==> config.mk <==
export PLATFORM = sky130hd
export DESIGN_NAME = idecode_pipe
export DESIGN_NICKNAME = d
export VERILOG_FILES = /design/src/rtl/idecode_pipe.sv
export SDC_FILE = /design/constraint.sdc
export NUM_CORES = 1
export LEC_CHECK = 0
export ABC_AREA = 1
export ABC_CLOCK_PERIOD_IN_PS = 10540
export CAP_MARGIN = 40
export CELL_PAD_IN_SITES_DETAIL_PLACEMENT = 1
export CELL_PAD_IN_SITES_GLOBAL_PLACEMENT = 1
export CORE_MARGIN = 2
export CORE_UTILIZATION = 30
export DETAILED_ROUTE_END_ITERATION = 10
export PLACE_DENSITY_LB_ADDON = 0.08
export REMOVE_ABC_BUFFERS = 1
export SYNTH_ARGS = -nofsm -noshare
export SYNTH_HDL_FRONTEND = slang
export SYNTH_SLANG_ARGS = --single-unit
==> constraint.sdc <==
create_clock -name clk -period 10.54 [get_ports clk]
set_input_delay 2.108 -clock clk [delete_from_list [all_inputs] [get_ports clk]]
set_output_delay 2.108 -clock clk [all_outputs]
set_load 0.01 [all_outputs]
==> src/rtl/idecode_pipe.sv <==
// idecode_pipe: elastic RV32I decode stage.
// Decodes each accepted instruction combinationally and stores only the decoded
// record in a 2-entry FIFO whose head drives the execute-facing outputs.
module idecode_pipe #(
    parameter int XLEN  = 32,
    parameter int PC_W  = 32,
    parameter int CNT_W = 16
) (
    input  logic             clk,
    input  logic             rst,
    input  logic             flush,
    input  logic             in_valid,
    output logic             in_ready,
    input  logic [31:0]      in_instr,
    input  logic [PC_W-1:0]  in_pc,
    output logic             out_valid,
    input  logic             out_ready,
    output logic [PC_W-1:0]  out_pc,
    output logic [4:0]       out_rd,
    output logic [4:0]       out_rs1,
    output logic [4:0]       out_rs2,
    output logic [2:0]       out_f3,
    output logic [6:0]       out_f7,
    output logic [XLEN-1:0]  out_imm,
    output logic [5:0]       out_fmt,
    output logic [5:0]       out_cls,
    output logic             out_illegal,
    output logic [CNT_W-1:0] dec_count
);

    // Format bit positions in the one-hot fmt vector {J,U,B,S,I,R}
    localparam int F_R = 0;
    localparam int F_I = 1;
    localparam int F_S = 2;
    localparam int F_B = 3;
    localparam int F_U = 4;
    localparam int F_J = 5;

    // Class bit positions in the one-hot cls vector {sys,jump,branch,store,load,alu}
    localparam int C_ALU    = 0;
    localparam int C_LOAD   = 1;
    localparam int C_STORE  = 2;
    localparam int C_BRANCH = 3;
    localparam int C_JUMP   = 4;
    localparam int C_SYS    = 5;

    // Buffer occupancy states
    localparam logic [1:0] S_EMPTY = 2'd0;
    localparam logic [1:0] S_HALF  = 2'd1;
    localparam logic [1:0] S_FULL  = 2'd2;

    typedef struct packed {
        logic [PC_W-1:0] pc;
        logic [4:0]      rd;
        logic [4:0]      rs1;
        logic [4:0]      rs2;
        logic [2:0]      f3;
        logic [6:0]      f7;
        logic [XLEN-1:0] imm;
        logic [5:0]      fmt;
        logic [5:0]      cls;
        logic            illegal;
    } rec_t;

    logic [5:0]      w_fmt;
    logic [5:0]      w_cls;
    logic            w_illegal;
    logic [31:0]     w_imm32;
    logic [XLEN-1:0] w_imm;
    rec_t            w_rec;
    rec_t            w_head;
    rec_t            w_out;
    logic            w_push;
    logic            w_pop;
    logic [1:0]      w_state_next;

    logic [1:0]       r_state;
    logic             r_wr_ptr;
    logic             r_rd_ptr;
    logic [CNT_W-1:0] r_count;
    rec_t             r_mem [2];

    // Opcode classification; every legal opcode ends in 2'b11, so a bad
    // instr[1:0] always falls into the illegal default.
    always_comb begin
        w_fmt     = '0;
        w_cls     = '0;
        w_illegal = 1'b0;
        case (in_instr[6:0])
            7'b0110011: begin w_fmt[F_R] = 1'b1; w_cls[C_ALU]    = 1'b1; end
            7'b0010011: begin w_fmt[F_I] = 1'b1; w_cls[C_ALU]    = 1'b1; end
            7'b0000011: begin w_fmt[F_I] = 1'b1; w_cls[C_LOAD]   = 1'b1; end
            7'b1100111: begin w_fmt[F_I] = 1'b1; w_cls[C_JUMP]   = 1'b1; end
            7'b0100011: begin w_fmt[F_S] = 1'b1; w_cls[C_STORE]  = 1'b1; end
            7'b1100011: begin w_fmt[F_B] = 1'b1; w_cls[C_BRANCH] = 1'b1; end
            7'b0110111,
            7'b0010111: begin w_fmt[F_U] = 1'b1; w_cls[C_ALU]    = 1'b1; end
            7'b1101111: begin w_fmt[F_J] = 1'b1; w_cls[C_JUMP]   = 1'b1; end
            7'b0001111,
            7'b1110011: begin w_fmt[F_I] = 1'b1; w_cls[C_SYS]    = 1'b1; end
            default:    w_illegal = 1'b1;
        endcase
    end

    // Immediate assembly per format; illegal and R records keep zero
    always_comb begin
        w_imm32 = '0;
        if (w_fmt[F_I])
            w_imm32 = {{20{in_instr[31]}}, in_instr[31:20]};
        else if (w_fmt[F_S])
            w_imm32 = {{20{in_instr[31]}}, in_instr[31:25], in_instr[11:7]};
        else if (w_fmt[F_B])
            w_imm32 = {{19{in_instr[31]}}, in_instr[31], in_instr[7],
                       in_instr[30:25], in_instr[11:8], 1'b0};
        else if (w_fmt[F_U])
            w_imm32 = {in_instr[31:12], 12'b0};
        else if (w_fmt[F_J])
            w_imm32 = {{11{in_instr[31]}}, in_instr[31], in_instr[19:12],
                       in_instr[20], in_instr[30:21], 1'b0};
    end

    // Widen to XLEN by replicating the sign bit
    generate
        if (XLEN > 32) begin : g_imm_ext
            assign w_imm = {{(XLEN-32){w_imm32[31]}}, w_imm32};
        end else begin : g_imm_32
            assign w_imm = w_imm32[XLEN-1:0];
        end
    endgenerate

    // Field gating: absent fields read zero; illegal has fmt=0 so all gate off
    always_comb begin
        w_rec         = '0;
        w_rec.pc      = in_pc;
        w_rec.rd      = (w_fmt[F_R] | w_fmt[F_I] | w_fmt[F_U] | w_fmt[F_J]) ? in_instr[11:7] : 5'd0;
        w_rec.rs1     = (w_fmt[F_R] | w_fmt[F_I] | w_fmt[F_S] | w_fmt[F_B]) ? in_instr[19:15] : 5'd0;
        w_rec.f3      = (w_fmt[F_R] | w_fmt[F_I] | w_fmt[F_S] | w_fmt[F_B]) ? in_instr[14:12] : 3'd0;
        w_rec.rs2     = (w_fmt[F_R] | w_fmt[F_S] | w_fmt[F_B]) ? in_instr[24:20] : 5'd0;
        w_rec.f7      = w_fmt[F_R] ? in_instr[31:25] : 7'd0;
        w_rec.imm     = w_imm;
        w_rec.fmt     = w_fmt;
        w_rec.cls     = w_cls;
        w_rec.illegal = w_illegal;
    end

    // Handshake decode; ready and valid come purely from registered state
    assign in_ready  = (r_state != S_FULL);
    assign out_valid = (r_state != S_EMPTY);
    assign w_push    = in_valid && in_ready && !flush;
    assign w_pop     = out_valid && out_ready;

    // Occupancy next-state; flush overrides any push or pop
    always_comb begin
        w_state_next = r_state;
        if (flush) begin
            w_state_next = S_EMPTY;
        end else begin
            case (r_state)
                S_EMPTY: if (w_push) w_state_next = S_HALF;
                S_HALF: begin
                    if (w_push && !w_pop)      w_state_next = S_FULL;
                    else if (!w_push && w_pop) w_state_next = S_EMPTY;
                end
                S_FULL:  if (w_pop) w_state_next = S_HALF;
                default: w_state_next = S_EMPTY;
            endcase
        end
    end

    // State, pointers and saturating consumed-record counter
    always_ff @(posedge clk or posedge rst) begin
        if (rst) begin
            r_state  <= S_EMPTY;
            r_wr_ptr <= 1'b0;
            r_rd_ptr <= 1'b0;
            r_count  <= '0;
        end else begin
            r_state <= w_state_next;
            if (flush) begin
                r_wr_ptr <= 1'b0;
                r_rd_ptr <= 1'b0;
            end else begin
                if (w_push) r_wr_ptr <= ~r_wr_ptr;
                if (w_pop)  r_rd_ptr <= ~r_rd_ptr;
                if (w_pop && (r_count != {CNT_W{1'b1}}))
                    r_count <= r_count + CNT_W'(1);
            end
        end
    end

    // Record storage; contents need no reset because outputs are gated by valid
    always_ff @(posedge clk) begin
        if (w_push)
            r_mem[r_wr_ptr] <= w_rec;
    end

    // Head record, forced to zero while nothing is buffered
    assign w_head = r_mem[r_rd_ptr];
    always_comb begin
        w_out = '0;
        if (out_valid)
            w_out = w_head;
    end

    assign out_pc      = w_out.pc;
    assign out_rd      = w_out.rd;
    assign out_rs1     = w_out.rs1;
    assign out_rs2     = w_out.rs2;
    assign out_f3      = w_out.f3;
    assign out_f7      = w_out.f7;
    assign out_imm     = w_out.imm;
    assign out_fmt     = w_out.fmt;
    assign out_cls     = w_out.cls;
    assign out_illegal = w_out.illegal;
    assign dec_count   = r_count;

endmodule

==> key figures <==
Timing
  • Period utilisation layout: 51.81%
  • Max Slew Vio Count: 0
  • Slew @ Worst Pin: 0.8713 ns
  • Post-layout min period: 5.461 ns
  • Unrepaired setup endpoints after global routing: no
  • Final setup fails: 0
  • WHS: 0.5730 ns
  • Setup ws final: around 5 ns
  • Clock Skews: 0.009144 ns
  • Relative slew slack: 41.59%
  • Final-report hold violation count: 0
  • Final TNS setup: 0 ns
  • Fmax: roughly 180 MHz

Final layout
  • Area occupied by multi-input gates: 2624 sq um
  • Most frequent cells in the layout: 365 x nand2_1, 200 x edfxtp_1, 188 x clkdlybuf4s50_1, 116 x a21oi_1, 55 x inv_1
  • Layout Nets: 1180
  • Register area: 6510 sq um
  • Area growth from synthesis to layout: 34.52%
  • Share of cells above drive strength 1: 6.991%
  • Filler cell count: 3434
  • Finished Core Util: 40.81%
  • Commonest non-fill, non-tap cell in the layout: nand2_1

Floorplanning
  • Die W: about 180 microns
  • Initial core utilization: 30.34%
  • Core ar.: 31470 sq um
  • I/O pin cnt: between 150 and 200
  • Row cnt: 65
  • Die area: 33270 sq um
  • Chip Height: 182.4 microns

CTS
  • Postcts setup bufs: 0
  • Inserted Clock Buffers: 26
  • Clock tree buffer depth: 3
  • Clk root buf: clkbuf_16
  • H-tree level count: 1
  • CTS tree: yes
  • Clock sink total: 220
  • Worst-path clk slew: 0.06 ns
  • Clock latency on the worst-skew pair: 0.52 ns
  • CTS Hold Bufs: 0
  • Post-CTS Resized: 0

Routing
  • Drt drc: 0
  • Drt total wl: 27290 microns
  • Via count: 7124
  • Antenna Violating Nets Remaining: 0
  • DR iter-0 viols: between 300 and 400
  • First drt pass iteration count: 4
  • Number of vias per cell: 4.647
  • Avg WL per Cell: 17.80 microns

Worst setup path
  • CP Capture Type: output pin
  • R2r worst-path depth: 8
  • Worst Path Max Fanout: 58
  • Reg2Reg Setup Slack: 7.96 ns
  • Crit Path Class: reg -> out
  • Critical Path AT: 3.35 ns
  • Worst r2r src: r_state[0]
  • Reg2reg end: r_mem[1][8]
  • Critical Path RT: 8.43 ns
  • Critical Path Source Type: register

Yosys
  • Synth top area share: 62.90%
  • Yosys top cell by area: edfxtp_1
  • #FFs+latches synth: 220
  • Ys Warns: 0
  • Post-Syn Area: 9548 sq um
  • Top post-synthesis cells by area: edfxtp_1 63%, nand2_1 14%, a21oi_1 6.1%, dfrtp_1 5.2%, inv_1 2.2%
  • Synth unique cells: 33
  • Post-synth ARST share: 9.091%
  • Syn avg cell area: 10.32 sq um
  • Syn Inst Count: 925
  • Seq/Total Area, Yosys: 68.14%
  • Post-synth EDFFs: 200
  • Ys flop type: edfxtp_1

Power
  • P_sw: 0.7191 mW
  • Cell Pwr Density: 198.8 nW/um^2
  • Clock Power Share: a little over a third
  • Int Power: 1.835 mW
  • Reg power frac: 40.4%
  • Sw Share: 28.16%
  • Max VDD drop: roughly 100 uV
  • Share of total power in combinational logic: 24.4%
  • Lkg Pwr: approximately 5 nW

Placement
  • RD Place Congestion: 0.7292
  • Hpwl dp: 17950 microns
  • Setup slack at placement: 5.564 ns
  • PortBufs: approximately 190

Status
  • Status: complete, no violations

Min path
  • WHS Path Cells: 2
  • Hold Startpoint: dec_count[14]
  • Hold Path Sink: dec_count[14]
  • Min-delay worst type: reg -> reg

GRT
  • Global-route wire length before repair: 41870 microns
  • Largest net degree at the start of global routing: 59
  • Initial antenna violation count: 1
  • GRT Resource Usage Total: between 10% and 20%
  • GRT overflow: 0
  • Vias in the first global route: 7385

Run
  • Maxcap violations: 0
worst max-delay path, stage by stage, from the launching register on:
cell and delay, ns:
dfrtp_4 0.63, clkinv_2 0.56, buf_4 0.65, nand2_1 0.10, a21oi_1 0.26, clkdlybuf4s50_1 0.59
cell type report:
cell class | count | area share [%]
clock buffers | 35 | 5.650
diodes | 1 | 0.01948
inverters | 63 | 1.870
multi-input cells | 599 | 20.43
repair buffers | 200 | 16.29
well taps | 402 | 3.916
clock inverters | 13 | 1.140
flip-flops and latches | 220 | 50.69
worst max-delay path by stage:
stage | from | endpoint | slack, ns | cells past startpoint
after global placement | in_valid | r_mem[1][1] | 5.38 | 6
final | r_rd_ptr | out_pc[17] | 5.08 | 5
after CTS | r_rd_ptr | out_pc[17] | 4.99 | 5
after global routing | r_rd_ptr | out_rd[2] | 4.85 | 5
after floorplan | in_valid | r_mem[0][0] | 3.45 | 4
after detailed placement | r_rd_ptr | out_pc[17] | 5.56 | 5
metal layers:
metal	track usage [%]	vias up	part of all wire, %
met1	21.97	3476	47
met3	2.594	31	4.3
met4	3.613	0	1.6
li1	-	3456	-
met5	0	-	0
met2	27.45	161	48
sequential cells by signal, indices dropped and copies added, names as in the netlist:
| name | count |
|---|---|
| r_state | 2 |
| r_rd_ptr | 1 |
| dec_count | 16 |
| r_wr_ptr | 1 |
| r_mem | 200 |
power by group through the flow:
| stage | clock, mW | sequential, mW | combinational (mW) |
|---|---|---|---|
| 2_1_floorplan | 0 | 1.06 | 0.258 |
| 3_3_place_gp | 0 | 1.05 | 0.615 |
| 3_5_place_dp | 0 | 1.05 | 0.636 |
| 4_1_cts | 0.926 | 1.03 | 0.640 |
| 5_1_grt | 0.957 | 1.04 | 0.680 |
| 6_report | 0.900 | 1.03 | 0.622 |
cell families after synthesis:
family / synth area share [%]
simple gates: 18.29
flops: 68.14
compound gates: 7.902
xor+xnor: 0.9174
fa+ha+maj: 0.1310
buf+inv: 4.613
metrics by stage:
stage	area (sq um)	std cells	power (mW)
6_report	12840	1533	2.554
5_1_grt	12840	1532	2.675
4_1_cts	12840	1532	2.598
3_5_place_dp	11970	1484	1.686
3_3_place_gp	11800	1477	1.665
2_1_floorplan	9346	882	1.316
synthesized netlist by cell type (2+ instances only):
master and n:
a21boi_0 2, a21boi_1 2, a21oi_1 116, buf_2 2, buf_4 4, buf_6 3, clkbuf_1 33, dfrtp_1 20
edfxtp_1 200, inv_1 56, inv_2 6, nand2_1 365, nand2_2 6, nand3_1 7, nand3_2 2, nand4_1 2
nor2_1 51, nor2_2 2, nor2_4 2, nor3_1 2, o21ai_0 19, o22ai_1 4, xnor2_1 7, xor2_1 3
No activity file was read; power rests on OpenSTA's default activity.
